[src/rtl/instruction_fetch_unit.sv]
// Purpose : fetch stage; holds the PC, fetches words over req/gnt/rvalid, buffers them and
//           presents the head instruction with its field slices to decode.
// Latency : inst_valid rises the cycle after the response cycle.
// Backpressure: inst_ready low holds the head stable. Fetch stops once buffered plus in-flight
//           words reach FIFO_DEPTH.
// Ports   : clk/rst_n; imem_req/addr/gnt/rvalid/rdata fetch port; redirect_valid/redirect_pc;
//           inst_valid/ready, inst, inst_pc, opcode/Funct3/Funct7/rs1/rs2/rd; misaligned_err.
// Option  : define IFU_PERF_CNT_EN to add fetch_cnt (instructions popped) and flush_cnt (redirects).
module instruction_fetch_unit #(
    parameter logic [31:0] RESET_PC   = 32'h0000_0000,
    parameter int          FIFO_DEPTH = 2
) (
    input  logic        clk,
    input  logic        rst_n,
    output logic        imem_req,
    output logic [31:0] imem_addr,
    input  logic        imem_gnt,
    input  logic        imem_rvalid,
    input  logic [31:0] imem_rdata,
    input  logic        redirect_valid,
    input  logic [31:0] redirect_pc,
    input  logic        inst_ready,
    output logic        inst_valid,
    output logic [31:0] inst,
    output logic [31:0] inst_pc,
    output logic [6:0]  opcode,
    output logic [2:0]  Funct3,
    output logic [6:0]  Funct7,
    output logic [4:0]  rs1,
    output logic [4:0]  rs2,
    output logic [4:0]  rd,
    output logic        misaligned_err
`ifdef IFU_PERF_CNT_EN
    ,
    output logic [31:0] fetch_cnt,
    output logic [31:0] flush_cnt
`endif
);
    localparam int PW = $clog2(FIFO_DEPTH);
    localparam int CW = PW + 1;

    typedef enum logic [1:0] {IDLE, RUN, HALT} state_t;
    state_t state;

    // pc is the next address to launch (it advances when a request is launched, so a held,
    // already-killed request never disturbs the redirect target). rsp_pc is the address of the
    // next surviving response: responses are in order and survivors are always sequential.
    logic [31:0]   pc;
    logic [31:0]   rsp_pc;
    logic [CW-1:0] outstanding;
    logic [CW-1:0] kill;
    logic [CW-1:0] count;
    logic [PW-1:0] rd_ptr;
    logic [PW-1:0] wr_ptr;
    logic [31:0]   buf_inst [FIFO_DEPTH];
    logic [31:0]   buf_pc   [FIFO_DEPTH];

    logic          redir_ok, redir_bad, granted, hold, resp, drop, push, pop, run_nxt, launch;
    logic [CW-1:0] outstanding_nxt, count_nxt;
    logic [CW:0]   occupancy;
    logic [31:0]   launch_pc;

    assign redir_ok  = redirect_valid && (redirect_pc[1:0] == 2'b00);
    assign redir_bad = redirect_valid && (redirect_pc[1:0] != 2'b00);
    assign granted   = imem_req && imem_gnt;
    assign hold      = imem_req && !imem_gnt;
    // A response with nothing outstanding (e.g. one arriving after reset) is ignored.
    assign resp      = imem_rvalid && (outstanding != '0);
    assign drop      = resp && (kill != '0);
    // Redirect wins over both the push of a response and the pop of the head.
    assign push      = resp && !drop && !redirect_valid;
    assign pop       = inst_valid && inst_ready && !redirect_valid;

    assign outstanding_nxt = outstanding + CW'(granted) - CW'(resp);
    assign count_nxt       = redirect_valid ? '0 : (count + CW'(push) - CW'(pop));
    assign occupancy       = {1'b0, count_nxt} + {1'b0, outstanding_nxt};
    assign run_nxt         = (state == HALT) ? redir_ok : !redir_bad;
    assign launch          = !hold && run_nxt && (occupancy < (CW+1)'(FIFO_DEPTH));
    assign launch_pc       = redir_ok ? redirect_pc : pc;

    always_ff @(posedge clk or negedge rst_n) begin
        if (!rst_n) begin
            state          <= IDLE;
            pc             <= RESET_PC;
            rsp_pc         <= RESET_PC;
            imem_req       <= 1'b0;
            imem_addr      <= '0;
            outstanding    <= '0;
            kill           <= '0;
            count          <= '0;
            rd_ptr         <= '0;
            wr_ptr         <= '0;
            misaligned_err <= 1'b0;
            for (int i = 0; i < FIFO_DEPTH; i++) begin
                buf_inst[i] <= '0;
                buf_pc[i]   <= '0;
            end
        end else begin
            case (state)
                IDLE:    state <= redir_bad ? HALT : RUN;
                RUN:     if (redir_bad) state <= HALT;
                HALT:    if (redir_ok) state <= RUN;
                default: state <= IDLE;
            endcase

            misaligned_err <= redir_bad;
            outstanding    <= outstanding_nxt;
            count          <= count_nxt;

            // Everything still owed by memory, including a request waiting for gnt, is stale.
            if (redirect_valid) begin
                kill <= outstanding_nxt + CW'(hold);
            end else if (drop) begin
                kill <= kill - CW'(1);
            end

            if (launch) begin
                imem_req  <= 1'b1;
                imem_addr <= launch_pc;
                pc        <= launch_pc + 32'd4;
            end else begin
                if (!hold) imem_req <= 1'b0;
                if (redir_ok) pc <= redirect_pc;
            end

            if (redirect_valid) begin
                rd_ptr <= wr_ptr;
            end else begin
                if (push) begin
                    buf_inst[wr_ptr] <= imem_rdata;
                    buf_pc[wr_ptr]   <= rsp_pc;
                    wr_ptr           <= wr_ptr + PW'(1);
                end
                if (pop) rd_ptr <= rd_ptr + PW'(1);
            end

            if (redir_ok) begin
                rsp_pc <= redirect_pc;
            end else if (push) begin
                rsp_pc <= rsp_pc + 32'd4;
            end
        end
    end

    assign inst_valid = (count != '0);
    assign inst       = buf_inst[rd_ptr];
    assign inst_pc    = buf_pc[rd_ptr];
    assign opcode     = inst[6:0];
    assign Funct3     = inst[14:12];
    assign Funct7     = inst[31:25];
    assign rs1        = inst[19:15];
    assign rs2        = inst[24:20];
    assign rd         = inst[11:7];

`ifdef IFU_PERF_CNT_EN
    always_ff @(posedge clk or negedge rst_n) begin
        if (!rst_n) begin
            fetch_cnt <= '0;
            flush_cnt <= '0;
        end else begin
            if (pop) fetch_cnt <= fetch_cnt + 32'd1;
            if (redirect_valid) flush_cnt <= flush_cnt + 32'd1;
        end
    end
`endif
endmodule

[config.mk]
export PLATFORM = sky130hd
export DESIGN_NAME = instruction_fetch_unit
export DESIGN_NICKNAME = d
export VERILOG_FILES = /design/src/rtl/instruction_fetch_unit.sv
export SDC_FILE = /design/constraint.sdc
export NUM_CORES = 1
export LEC_CHECK = 0
export CORE_ASPECT_RATIO = 1.2
export CORE_MARGIN = 5
export CORE_UTILIZATION = 45
export DETAILED_ROUTE_END_ITERATION = 8
export GPL_ROUTABILITY_DRIVEN = 0
export PLACE_DENSITY = 0.76
export SLEW_MARGIN = 20
export SYNTH_ARGS = -nofsm -noshare
export SYNTH_HDL_FRONTEND = slang
export SYNTH_SLANG_ARGS = --single-unit
export TNS_END_PERCENT = 1
[constraint.sdc]
create_clock -name clk -period 3.9 [get_ports clk]
set_input_delay 0.78 -clock clk [delete_from_list [all_inputs] [get_ports clk]]
set_output_delay 0.78 -clock clk [all_outputs]
set_load 0.05 [all_outputs]
; Word-level counts from Yosys, hierarchy flattened
; Cells that the tools add are included.
[totals]
regBits = 236
out_inout_bits = 131
elab_cells = 93
[classes]
add_sub_neg = 11
order_cmp = 4
eq_ne = 5
mux = 26
bitwise_logic = 3
n_reduce_logical = 29
[op_table]
columns = cell, count
row1 = 32-bit two-way mux, 11
row2 = 64-bit bitwise mux, 2
row3 = 32-bit by 3-bit adder with 32-bit output (second input constant), 2
row4 = 32-bit demux with 1-bit select, 1
row5 = 2-bit nonzero test, 7
row6 = 1-bit logical AND, 13
row7 = 2-bit two-way mux, 6
row8 = 2-bit by 1-bit adder with 2-bit output, 3
row9 = 2-bit case mux with 3 select lines, 1
row10 = 1-bit zero test, 5
row11 = 1-bit two-way mux, 5
row12 = 2-bit greater-or-equal comparator (second input constant), 2
row13 = 2-bit zero test, 2
row14 = 2-bit inequality test (second input constant), 2
row15 = 1-bit inverter with 2-bit output, 2
row16 = 2-bit AND reduction, 2
row17 = 2-bit by 1-bit subtractor with 2-bit output, 2
row18 = 2-bit by 2-bit adder with 3-bit output, 1
row19 = 3-bit by 2-bit < comparator with 1-bit output (second input constant), 1
row20 = 1-bit adder (second input constant), 2
row21 = 2-bit by 1-bit equality test with 1-bit output (second input constant), 1
row22 = 2-bit equality test (second input constant), 1
row23 = 2-bit by 1-bit < comparator with 1-bit output (second input constant), 1
row24 = 2-bit by 1-bit inequality test with 1-bit output (second input constant), 1
row25 = other kinds (2), 2

; Depth between registers and ports, before layout
[depth]
word_depth = 13
depth_mapped = 19
ltp_nobuf = 18

; Worst setup path after synthesis
; Ideal clock, no wire load.
[synth_timing]
path_type = input to register
startpoint = input port redirect_valid
endpoint = register pc[26]
arrival_time_ns = 4.218
setup_slack_ns = -0.457
cell_stages = 17
cell_sequence = buf_4 -> nand2b_1 -> nor2_1 -> inv_1 -> ha_1 -> inv_1 -> ha_1 -> xor2_1 -> xnor2_1 -> nor2_1 -> fa_1 -> nor2_1 -> o2111a_1 -> o2111ai_1 -> nor4b_1 -> xnor2_1 -> mux2i_1
[synth_between]
elab_chain_cells = 9
elab_cells_between_ends = 17
classes_between = add/sub (4) / order compare (1) / mux (4) / reduce/logical (8)
[synth_rtl]
columns = element, line
row1 = "start, declared", 20  ; input logic redirect_valid,
row2 = 1-bit zero test, "71, 72"
row3 = 1-bit logical AND, 71  ; assign push = resp && !drop && !redirect_valid;
row4 = 2-bit by 1-bit adder with 2-bit output, 75  ; assign count_nxt = redirect_valid ? '0 : (count + CW'(push) - CW'(pop));
row5 = 2-bit by 1-bit subtractor with 2-bit output, 75
row6 = 2-bit two-way mux (*), 75
row7 = via count_nxt[1], 59  ; logic [CW-1:0] outstanding_nxt, count_nxt;
row8 = 2-bit by 2-bit adder with 3-bit output (*), 76  ; assign occupancy = {1'b0, count_nxt} + {1'b0, outstanding_nxt};
row9 = 3-bit by 2-bit < comparator with 1-bit output (*), 78  ; assign launch = !hold && run_nxt && (occupancy < (CW+1)'(FIFO_DEPTH));
row10 = 1-bit logical AND (*), 78
row11 = 32-bit two-way mux (*), 117  ; if (launch) begin
row12 = "end signal, assigned", 120  ; pc <= launch_pc + 32'd4;
row13 = "end signal, assigned", 123  ; if (redir_ok) pc <= redirect_pc;
row14 = "end, declared", 48  ; logic [31:0] pc;
; Mark *: on every way through the listed nets, which the timed path passes. The rest lies on a longest branch.
; A chain may end at the register's enable or synchronous reset.

; Final worst setup path
[layout_timing]
startpoint = input port imem_rvalid
endpoint = register pc[26]
[layout_between]
elab_chain_cells = 12
elab_cells_between_ends = 13
classes_between = add/sub (4) / order compare (1) / mux (2) / reduce/logical (6)
[layout_rtl]
columns = element, line
row1 = "start, declared", 18  ; input logic imem_rvalid,
row2 = 1-bit logical AND (*), 68  ; assign resp = imem_rvalid && (outstanding != '0);
row3 = 1-bit logical AND, 69  ; assign drop = resp && (kill != '0);
row4 = 1-bit zero test, 71
row5 = 1-bit logical AND (*) (2 in a row), 71
row6 = 2-bit by 1-bit adder with 2-bit output (*), 75
row7 = 2-bit by 1-bit subtractor with 2-bit output (*), 75
row8 = 2-bit two-way mux (*), 75
row9 = via count_nxt[1], 59
row10 = 2-bit by 2-bit adder with 3-bit output (*), 76
row11 = 3-bit by 2-bit < comparator with 1-bit output (*), 78
row12 = 1-bit logical AND (*), 78
row13 = 32-bit two-way mux (*), 117
; Marked as above.

==> results.md <==
- Most area-consuming cells after synthesis: dfrtp_1 (52%), mux2_2 (18%), nand2_1 (3.4%)
- Post-route core utilization: 0.5889
- Placed insts: 1454
- Worst slew margin: 0.4799
- Hold Vio Cnt, Final: 0
- Layout net count: 1235
- CP Launch Type: input port
- WL/cell: 17.64 µm
- Hold Slack: 292.8 ps
- PwrDens: 940.2 nW/µm²
- Tcrit/Tclk final: 0.9635
- P_sw: 0.006045 W
- Slew Limit Fails: 0
- Root buffer cell: clkbuf_16
- Core Box Area: 24830 µm²
- Outcome: finished clean
- Minimum clock period: 3757 ps
- Layout cell share with drive strength beyond 1: 0.2417
- Clock slew at reported path FFs: 60 ps
- Worst min path class: in2async
- Final ANT Viol Nets: 0
- Initial Utilization: 0.4570
- Clock Power Share: 0.176
- Synth top area share: 0.5205
- Hold buffer count at CTS: 0
- CTS Buf Count: 25
- Post-synth top area cell: dfrtp_1
- Total gr overflow: 0
- RR Startpoint: kill[0]
- Sw Ratio: 0.4397
- Gate Count Post-Synth: 970
- P_int: 0.007702 W
- Least-Margin Pin Slew: 780.1 ps
- Warnings, synthesis: 0
- Worst path max stage delay: 460 ps
- Count leader, synth: dfrtp_1
- Seq pwr share: 0.289
- Die height: 184.0 µm
- Required time worst endpoint: 4280 ps
- Worst VDD drop: 0.4627 mV
- Seq/Total Area, Yosys: 0.5205
- Leakage power: 6.331 nW
- Die width: 155.0 µm
- Initial antenna violation count: 0
- Post-synth top cells: dfrtp_1 (236), mux2_2 (181), nand2_1 (102), o21ai_0 (56)
- Final Skew: 20.41 ps
- Largest net degree at the start of global routing: 103
- Setup violators final: 0
- Vias: 7902
- Critical Path Source: imem_rvalid
- Mean area per synthesized cell: 11.70 µm²
- Residual DRC count: 0
- EDFF count, synth: 0
- CP Max Fanout: 5
- Syn nets: 1049
- Buffers on Ports: 200
- Post-synthesis cell area: 11350 µm²
- DIE AREA: 28500 µm²
- Non-Filler Instances: 1496
- Drt first-iter violations: 385
- Ports: 201
- H-tree depth: 1
- DP Wirelength: 18630 µm
- Post-Route WL: 26380 µm
- Clk sinks: 236
- Initial DRT Pass Iterations: 6
- Vias in the first global route: 8235
- Avg Vias per Cell: 5.282
- Filler cells: 2058
- First-pass GRT wire length: 42480 µm
- Crit path cell chain: clkdlybuf4s50_1 -> o21ai_1 -> nor2_4 -> inv_2 -> ha_1 -> inv_1 -> ha_1 -> xor2_1 -> xnor2_1 -> nor2_1 -> fa_1 -> nor2_2 -> o2111a_2 -> o2111ai_4 -> nor4b_2 -> xnor2_1 -> mux2i_1
- Critical path class: in2reg
- Max Cap Violations: 0
- Yosys cell types: 51
- Clk buf depth: 3
- Total GRT Usage: 0.1817
- Later-pin clock latency in the skew report: 520 ps
- Ys async rst share: 1.000
- Layout area overhead: 28.86%
- Dominant synthesized flop cell: dfrtp_1
- Rows: 63
- Combinational Power Share: 0.535
- N_diodes: 0
- Worst setup EP type: flip-flop
- Yosys reg bits: 236
- Fmax: 266.1 MHz
- CP arrival: 4130 ps
- CTS tree: yes
- Slowest cell on the critical path: clkdlybuf4s50_1
## cell type report
cell class	instances	area, µm²	area share
sequential	236	5907	0.4040
multi-input combinational	640	5042	0.3449
timing repair buffer	237	2364	0.1616
clock buffer	36	737.0	0.05040
tap	325	406.6	0.02781
clock inverter	6	105.1	0.007188
inverter	16	60.06	0.004107
## kinds of logic after synthesis
kind of cell / synth area share
adder cells (fa/ha/maj): 0.01059
AND/OR/NAND/NOR: 0.1081
buffers and inverters: 0.04378
flip-flops: 0.5205
multiplexers: 0.1983
XOR/XNOR: 0.05712
AO/OA/AOI/OAI: 0.06175
## sequential cells by signal, summed over array words and instances (netlist names), 2 cells and up
signal       flops
outstanding      2
rsp_pc          32
count            2
buf_inst        64
imem_addr       32
state            2
buf_pc          64
pc              32
kill             2
## what timing repair did
action                                  CTS  global route
setup buffers                             0             0
endpoints found under the setup margin    0             8
gates resized for setup                   0             5
## placed cells by master (no fill, tap or decap), types with 4 or more instances in the layout
| cell | instances |
|---|---|
| nand3_1 | 25 |
| buf_4 | 30 |
| nand2_1 | 101 |
| xnor2_1 | 36 |
| dfrtp_1 | 235 |
| mux2_1 | 9 |
| and2_1 | 8 |
| nand4_1 | 27 |
| xor2_1 | 37 |
| a21oi_1 | 17 |
| a31oi_1 | 4 |
| clkbuf_1 | 4 |
| clkdlybuf4s50_1 | 199 |
| nor3_1 | 4 |
| ha_1 | 8 |
| o21ai_0 | 56 |
| nor2b_1 | 5 |
| nand2b_1 | 5 |
| a21o_1 | 9 |
| nor2_1 | 25 |
| inv_1 | 15 |
| clkbuf_16 | 25 |
| clkbuf_8 | 7 |
| a21boi_0 | 18 |
| mux2_2 | 181 |
| buf_12 | 6 |
| mux2i_1 | 11 |
| and3_1 | 12 |
## per-layer routing
layer | global-route usage | routed length (µm) | share of wire
met5 | 0 | 0 | 0
met4 | 0.06254 | 806 | 0.031
met3 | 0.02802 | 1390 | 0.053
met2 | 0.2949 | 12300 | 0.47
met1 | 0.2499 | 11890 | 0.45
## power groups by stage
stage	registers [W]	logic [W]	clock network, W
after floorplan	0.00427	0.00492	0
after global placement	0.00396	0.00731	0
after detailed placement	0.00401	0.00739	0
after CTS	0.00397	0.00741	0.00250
after global routing	0.00409	0.00778	0.00259
final	0.00397	0.00735	0.00242
## per-stage QoR
step	area, µm²	setup TNS (ps)	setup WS (ps)	power, W
6_report	14620	0	142.5	0.01375
4_1_cts	14600	0	82.24	0.01389
5_1_grt	14620	-64.36	-33.84	0.01445
3_5_place_dp	13750	-8478	-434.3	0.01139
3_3_place_gp	13750	-6543	-346.6	0.01126
2_1_floorplan	11410	0	15.75	0.009192
## path summary, 6_finish.rpt
path                                 to  slack (ps)  cells past startpoint
setup / recovery                 pc[26]         140                     17
hold / removal             buf_inst[47]         290                      1
setup reg to reg                 pc[26]         230                     18
hold reg to reg                state[0]         470                      1
max in group asynchronous    buf_pc[52]        2520                      2
min in group clk               state[0]         470                      1
## critical path: cells and delay by family
family          cells  cell delay [ps]
xor+xnor            3              440
compound gates      3              600
simple gates        4              790
fa+ha+maj           3              880
buf+inv             3              540
mux                 1               80
Note: power is estimated with default switching activity, not from simulation.
